<file path="config.mk">
export PLATFORM = sky130hd
export DESIGN_NAME = inlet_dispense_sequencer
export DESIGN_NICKNAME = d
export VERILOG_FILES = /design/src/rtl/inlet_dispense_sequencer.sv
export SDC_FILE = /design/constraint.sdc
export NUM_CORES = 1
export LEC_CHECK = 0
export CORE_MARGIN = 2
export CORE_UTILIZATION = 55
export CTS_CLUSTER_DIAMETER = 60
export CTS_CLUSTER_SIZE = 14
export DETAILED_ROUTE_END_ITERATION = 10
export GPL_TIMING_DRIVEN = 0
export PLACE_DENSITY = 0.84
export SYNTH_ARGS = -nofsm -noshare
export SYNTH_HDL_FRONTEND = slang
export SYNTH_SLANG_ARGS = --single-unit
</file>
<file path="constraint.sdc">
create_clock -name clk -period 3.12 [get_ports clk]
set_clock_uncertainty 0.15 [all_clocks]
set_input_delay 0.936 -clock clk [delete_from_list [all_inputs] [get_ports clk]]
set_output_delay 0.936 -clock clk [all_outputs]
set_load 0.03 [all_outputs]
</file>
<file path="src/rtl/inlet_dispense_sequencer.sv">
// Inlet dispense sequencer: queued host commands drive the valve select and the pump step pulses.
// Optional macro ABORT_DISPENSE_EN adds an abort input that cuts short an active dispense.
module inlet_dispense_sequencer #(
   parameter int CMD_DEPTH  = 4,
   parameter int NUM_CH     = 8,
   parameter int CH_W       = 3,
   parameter int VOL_W      = 12,
   parameter int STEP_DIV   = 16,
   parameter int VALVE_LEAD = 2,
   parameter int SETTLE_CYC = 8
) (
   input  logic              clk,
   input  logic              rst,
`ifdef ABORT_DISPENSE_EN
   input  logic              abort,
`endif
   input  logic              cmd_valid,
   output logic              cmd_ready,
   input  logic [CH_W-1:0]   cmd_chan,
   input  logic [VOL_W-1:0]  cmd_vol,
   output logic [NUM_CH-1:0] valve_sel,
   output logic              pump_step,
   output logic              busy,
   output logic              done_pulse,
   output logic              err_pulse,
   output logic [VOL_W-1:0]  steps_done
);

   localparam int AW      = $clog2(CMD_DEPTH);
   localparam int CNT_MAX = (STEP_DIV > VALVE_LEAD)
                            ? ((STEP_DIV > SETTLE_CYC) ? STEP_DIV : SETTLE_CYC)
                            : ((VALVE_LEAD > SETTLE_CYC) ? VALVE_LEAD : SETTLE_CYC);
   localparam int CNT_W   = $clog2(CNT_MAX + 1);

   typedef enum logic [1:0] {IDLE, OPEN, PUMP, SETTLE} state_t;

   logic [CH_W-1:0]  mem_chan [CMD_DEPTH];
   logic [VOL_W-1:0] mem_vol  [CMD_DEPTH];
   logic [AW:0]      wr_ptr, rd_ptr;
   logic             empty, full, push, pop;
   logic [CH_W-1:0]  head_chan;
   logic [VOL_W-1:0] head_vol;

   state_t           state, state_n;
   logic [CNT_W-1:0] cnt, cnt_n;
   logic [VOL_W-1:0] vol_lat, vol_n, steps_n;
   logic [NUM_CH-1:0] valve_n;
   logic             pump_n, done_n, err_n, abort_req;

`ifdef ABORT_DISPENSE_EN
   assign abort_req = abort;
`else
   assign abort_req = 1'b0;
`endif

   // Extra pointer bit distinguishes full from empty when the indices match.
   assign empty     = (wr_ptr == rd_ptr);
   assign full      = (wr_ptr[AW] != rd_ptr[AW]) && (wr_ptr[AW-1:0] == rd_ptr[AW-1:0]);
   assign cmd_ready = !full;
   assign push      = cmd_valid && !full;
   assign head_chan = mem_chan[rd_ptr[AW-1:0]];
   assign head_vol  = mem_vol[rd_ptr[AW-1:0]];
   assign busy      = (state != IDLE) || !empty;

   always_ff @(posedge clk) begin
      if (push) begin
         mem_chan[wr_ptr[AW-1:0]] <= cmd_chan;
         mem_vol[wr_ptr[AW-1:0]]  <= cmd_vol;
      end
      vol_lat <= vol_n;
   end

   always_ff @(posedge clk or posedge rst) begin
      if (rst) begin
         wr_ptr <= '0;
         rd_ptr <= '0;
      end else begin
         if (push) wr_ptr <= wr_ptr + 1'b1;
         if (pop)  rd_ptr <= rd_ptr + 1'b1;
      end
   end

   always_comb begin
      state_n = state;
      cnt_n   = cnt;
      valve_n = valve_sel;
      steps_n = steps_done;
      vol_n   = vol_lat;
      pump_n  = 1'b0;
      done_n  = 1'b0;
      err_n   = 1'b0;
      pop     = 1'b0;
      case (state)
         IDLE: begin
            if (!empty) begin
               pop = 1'b1;
               if (32'(head_chan) >= NUM_CH) begin
                  err_n = 1'b1;
               end else if (head_vol == '0) begin
                  done_n = 1'b1;
               end else begin
                  state_n = OPEN;
                  cnt_n   = '0;
                  valve_n = NUM_CH'(1) << head_chan;
                  steps_n = '0;
                  vol_n   = head_vol;
               end
            end
         end
         OPEN: begin
            if (abort_req) begin
               state_n = SETTLE;
               cnt_n   = '0;
               valve_n = '0;
            end else if (cnt == CNT_W'(VALVE_LEAD - 1)) begin
               state_n = PUMP;
               cnt_n   = '0;
               pump_n  = 1'b1;
               steps_n = steps_done + 1'b1;
            end else begin
               cnt_n = cnt + 1'b1;
            end
         end
         PUMP: begin
            // Each step owns a full STEP_DIV window; the last window runs out before settling.
            if (abort_req) begin
               state_n = SETTLE;
               cnt_n   = '0;
               valve_n = '0;
            end else if (cnt == CNT_W'(STEP_DIV - 1)) begin
               cnt_n = '0;
               if (steps_done == vol_lat) begin
                  state_n = SETTLE;
                  valve_n = '0;
               end else begin
                  pump_n  = 1'b1;
                  steps_n = steps_done + 1'b1;
               end
            end else begin
               cnt_n = cnt + 1'b1;
            end
         end
         SETTLE: begin
            if (cnt == CNT_W'(SETTLE_CYC - 1)) begin
               state_n = IDLE;
               cnt_n   = '0;
               done_n  = 1'b1;
            end else begin
               cnt_n = cnt + 1'b1;
            end
         end
         default: begin
            state_n = IDLE;
            cnt_n   = '0;
            valve_n = '0;
         end
      endcase
   end

   always_ff @(posedge clk or posedge rst) begin
      if (rst) begin
         state      <= IDLE;
         cnt        <= '0;
         valve_sel  <= '0;
         pump_step  <= 1'b0;
         done_pulse <= 1'b0;
         err_pulse  <= 1'b0;
         steps_done <= '0;
      end else begin
         state      <= state_n;
         cnt        <= cnt_n;
         valve_sel  <= valve_n;
         pump_step  <= pump_n;
         done_pulse <= done_n;
         err_pulse  <= err_n;
         steps_done <= steps_n;
      end
   end

endmodule

</file>
==> metrics.txt, run 1 <==
Req. time, crit path 2030 ps; Combinational Power Share 40.9%; top post-synthesis cells by area edfxtp_1, dfrtp_1, mux4_1, ha_1, xor2_1; iteration count of the initial detailed-routing pass 5; most common cell in the netlist edfxtp_1; Pint 3270 µW; DIE AREA 9530 µm²; Nets 413; depth of the CTS H-tree 3; Vias/cell 5.71; Total GRT Usage 18.8%; Area growth, synth to finish 15.5%; clock root buffer master clkbuf_8; first-pass GRT wire length about 14000 µm; Mapped Cells 328; arrival time at the worst endpoint about 1900 ps; capturing point of the worst reg2reg path steps_done[7]; critical path capture point type output port; Worst Tran Pin Value between 800 and 900 ps; core area 8590 µm²; slowest cell on the critical path dfrtp_1; initial antenna violation count 0; Syn Area/Cell 14.7 µm²; Sw Pwr 1930 µW; DRC errors left 0; Leak 0.00219 µW; number of global-route vias before repair 2798; Max Buffers Root-to-Sink 2; design area between 5000 and 6000 µm²; reg2reg path depth 10; CTS tree yes; setup violators final 0; Post-synth EDFFs 72; Worst R2R Start rd_ptr[0]; drt wl/cell 17.2 µm; # rows 34; Tmin final 2960 ps; final worst path period share 94.9%; GR Overflow Total 0; Mapped Area 4820 µm²; crit-path max FO 10; share of the synthesized area in the top cell type roughly 45%; Hold/Removal Path Class flip-flop to flip-flop; top_reg_cell synth edfxtp_1; hold-fix buffers at CTS 0; hold depth 1; fraction of layout cells with a size suffix above 1 13.5%; Max-Slew Margin vs Limit between 40% and 50%; Power Density 933 nW/µm²; Post-Layout Cell Count 493; Clock Power Share between 10% and 20%; Post-Route Utilization 64.8%; clock latency on the worst-skew pair 370 ps; GP Congestion 0.847; Initial Util 56.1%; Peak VDD IR 0.332 mV; Final Hold Fails 0; max-slew violation count 0; ANT nets after route 0; MaxCap Viol Count 0; crit-path max cell delay around 390 ps; sum of negative setup slack 0 ps; RSZ-0062 raised after global routing false; DIE HEIGHT 97.6 µm; dpl hpwl 5710 µm; first-iteration detailed-routing DRC count 106; FF+latch count, synth around 110; TritonCTS buffer count 9; status finished, final reports clean; Fmax 0.338 GHz; Synth area leader edfxtp_1; Hold WS 351 ps; Boundary Pins 43; Cells after DPL between 400 and 500; largest net degree at the start of global routing 36; die width about 100 µm; via count 2813; synth cell count leaders edfxtp_1, dfrtp_1, nand2_1, nor2_1, xor2_1; type of origin of the critical path flip-flop; Sw Share 37.1%; CP cell instances buf_2 > buf_4 > xor2_1 > nor3_2 > nand2_2 > buf_2; DP Area 5370 µm²; kind of critical path flip-flop to output port; register clock-pin slew on the reported worst setup and hold paths 100 ps; most used cell, CP buf_2; Hold Path Sink wr_ptr[2]; worst min-delay path startpoint wr_ptr[2]; Yosys warnings 0; # clock sinks between 100 and 150; IO Port Bufs between 40 and 50; post-synth cell types 47; ANT cells 0; final WL between 8000 and 9000 µm; part of the power in registers 42.3%; register area share after synthesis 63.0%; flop2flop setup slack approximately 300 ps; async set-reset flop share out of synthesis approximately a third; Syn Nets 361
## worst max-delay path: cells and delay by family, from the launching register on
family | cells | cell delay, ps
buf+inv | 3 | 590
flops | 1 | 390
simple gates | 2 | 330
xor+xnor | 1 | 190
## kinds of logic (layout without fill, tap and decap cells)
| kind of cell | Yosys count | count (layout) | synth area share, % |
|---|---|---|---|
| simple gates | 112 | 112 | 12.6 |
| flops | 107 | 107 | 63.0 |
| compound gates | 28 | 28 | 4.05 |
| mux | 25 | 25 | 10.4 |
| buf+inv | 21 | 78 | 2.52 |
| xor+xnor | 19 | 19 | 3.45 |
| fa+ha+maj | 15 | 15 | 3.89 |
| other cells | 1 | 1 | 0.0777 |
## metal layers
| layer | routed length [µm] | share of wire, % | global-route usage, % |
|---|---|---|---|
| met5 | 0 | 0 | 0 |
| met4 | 130 | 1.5 | 6.84 |
| met3 | 297 | 3.5 | 3.09 |
| met2 | 4270 | 51 | 31.5 |
| met1 | 3760 | 44 | 25.2 |
## timing repair
action,CTS,global route
setup buffers,0,0
resized for setup,8,3
endpoints found under the setup margin,2,2
## power by group through the flow
stage	clock, µW	sequential, µW	combinational, µW
floorplan	0	2290	1440
global placement	0	2200	2060
detailed placement	0	2230	2130
CTS	890	2200	2140
global route	944	2240	2330
finish	872	2200	2130
## placed cells by master (no fill, tap or decap), types with 3 or more instances in the layout
cell type        instances
mux2_2                   8
clkbuf_8                 9
xor2_1                  16
a211o_1                  4
nor2b_1                  3
edfxtp_1                72
xnor2_1                  3
inv_1                    9
a21oi_1                  5
ha_1                    15
dfrtp_1                 35
nand3_1                 14
nor4_1                   3
o211ai_1                 4
nor4b_1                  3
or4b_2                   3
buf_2                    3
nand2_1                 33
clkdlybuf4s50_1         39
nor2_1                  18
nand3b_1                 4
nand2b_1                 4
mux4_1                  13
nor4_2                   3
o21ai_0                  9
buf_4                    3
clkbuf_1                 4
and3_1                   7
## worst max path at each step
stage                          from       endpoint  slack (ps)  depth (start not counted)
final                     rd_ptr[1]           busy         160                          6
after global placement    rd_ptr[1]           busy         -30                          6
after floorplan           rd_ptr[1]  steps_done[4]         640                          8
after global routing      rd_ptr[1]      cmd_ready          30                          6
after detailed placement  rd_ptr[1]           busy         -40                          6
after CTS                 rd_ptr[1]      cmd_ready          20                          6
## state kept, by name, summed over array words and instances, names as in the netlist
name	cells
mem_vol	48
mem_chan	12
steps_done	12
vol_lat	12
valve_sel	8
cnt	5
rd_ptr	3
wr_ptr	3
state	2
done_pulse	1
pump_step	1
## per-stage QoR
stage	worst slack (ps)	total power [µW]
floorplan	637	3730
global route	27.1	5510
CTS	16.2	5230
detailed placement	-37.1	4360
finish	158	5190
global placement	-32.4	4260
## final cells by class
| class | instances | area, µm² |
|---|---|---|
| clock buffer | 10 | 128 |
| clock inverter | 6 | 73.8 |
| inverter | 10 | 37.5 |
| timing repair buffer | 41 | 400 |
| tap | 108 | 135 |
| multi-input combinational | 200 | 1670 |
| buffer | 11 | 86.3 |
| fill | 611 | 3020 |
| sequential | 107 | 3040 |
Note: power is estimated with default switching activity, not from simulation.
==> run 2: changes to the inputs <==
Settings changed: SETUP_SLACK_MARGIN set to 0.2.
==> metrics.txt, run 2 (synthesis gave the netlist of run 1 again) <==
Post-Layout Cell Count 495; # clock sinks 107; Boundary Pins 43; ANT cells 0; drt wl/cell 17.2 µm; Crit path max-delay family buffers and inverters; final WL 8500 µm; DIE AREA 9530 µm²; Levels on crit path 6; critical path capture point type output port; clock root buffer master clkbuf_8; MaxCap Viol Count 0; register clock-pin slew on the reported worst setup and hold paths around 100 ps; via count 2794; first-pass GRT wire length between 10000 and 15000 µm; worst setup margin 273 ps; GR Overflow Total 0; die width 97.6 µm; largest net degree at the start of global routing 36; dpl hpwl 5710 µm; RSZ-0062 raised after global routing false; type of origin of the critical path flip-flop; commonest non-fill, non-tap cells in the layout edfxtp_1, clkdlybuf4s50_1, dfrtp_1; Initial Util 56.1%; depth of the CTS H-tree 3; commonest non-fill, non-tap cell in the layout edfxtp_1; status finished, final reports clean; Final Hold Fails 0; CTS tree yes; number of global-route vias before repair 2800; crit-path max cell delay 400 ps; Max Buffers Root-to-Sink 2; setup violators final 0; Fmax 0.351 GHz; IO Port Bufs 41; fraction of layout cells with a size suffix above 1 14.5%; Cells after DPL 477; Worst Tran Pin Value 893 ps; Hold/Removal Path Class flip-flop to flip-flop; Max-Slew Margin vs Limit 40.2%; final worst path period share 91.3%; crit-path max FO 10; arrival time at the worst endpoint 1760 ps; reg2reg path depth 10; max-slew violation count 0; Req. time, crit path 2030 ps; kind of critical path flip-flop to output port; Vias/cell 5.64; flop2flop setup slack roughly 350 ps; DIE HEIGHT 97.6 µm; Total GRT Usage around a fifth; Area growth, synth to finish 16.9%; slowest cell on the critical path dfrtp_1; clock latency on the worst-skew pair 370 ps; most used cell, CP buf_6; # rows 34; Hold WS 352 ps; Largest register FFs 48; Post-Route Utilization about two thirds; DRC errors left 0; Post-Place Worst Slack -37.1 ps; Tmin final 2850 ps; Leak 0.00221 µW; core area 8590 µm²; Nets approximately 420; iteration count of the initial detailed-routing pass 4; TritonCTS buffer count 9; ANT nets after route 0; hold depth 1; initial antenna violation count 0; CP cell instances buf_4 > buf_6 > xor2_2 > nor3_2 > nand2_2 > buf_6; first-iteration detailed-routing DRC count 112; sum of negative setup slack 0 ps; Power Density about 940 nW/µm²; Peak VDD IR 0.339 mV; Buf+Inv Stages, Crit Path 3; GP Congestion 0.847
## run 2: changes by cell type in the layout (fill, tap and decap cells not counted), sizes merged
cell    previous run  this run
buf                9        12
clkbuf            14        13
## run 2: stage by stage
step | area [µm²] | power (µW)
after floorplan | 4820 | 3730
after global placement | 5370 | 4260
after detailed placement | 5370 | 4360
after CTS | 5590 | 5250
after global routing | 5640 | 5600
final | 5640 | 5290
## run 2: routing by layer
metal  vias up  track usage, %  part of all wire, %
met2        57            31.5                   51
met5         -               0                    0
li1       1338               -                    -
met4         0            6.84                  1.6
met1      1387            25.2                   44
met3        12            3.09                  3.0
## run 2: where the power goes
group,leakage (µW),switching [µW],total [µW],internal [µW]
logic,0.000980,1280,2210,934
registers,0.00112,212,2200,1990
clock network,0.000100,493,876,383
total,0.00221,1980,5290,3310
## run 2: timing repair
action	in CTS	in global routing
endpoints found under the setup margin	2	4
hold buffers	0	0
resized for setup	17	5
buffers inserted	0	2
## run 2: layout make-up
class                           count  area (µm²)
Clock inverter                      6        73.8
Multi-Input combinational cell    200        1710
Buffer                             11        92.6
Inverter                           10        37.5
Tap cell                          108         135
Clock buffer                       10         128
Timing Repair Buffer               43         422
Sequential cell                   107        3040
Fill cell                         596        2950
## run 2: worst paths after layout
path | endpoint | start
setup / recovery | busy | rd_ptr[1]
hold / removal | wr_ptr[2] | wr_ptr[2]
setup reg to reg | steps_done[7] | rd_ptr[0]
hold reg to reg | wr_ptr[2] | wr_ptr[2]
max in group asynchronous | steps_done[0] | rst
min in group asynchronous | wr_ptr[1] | rst
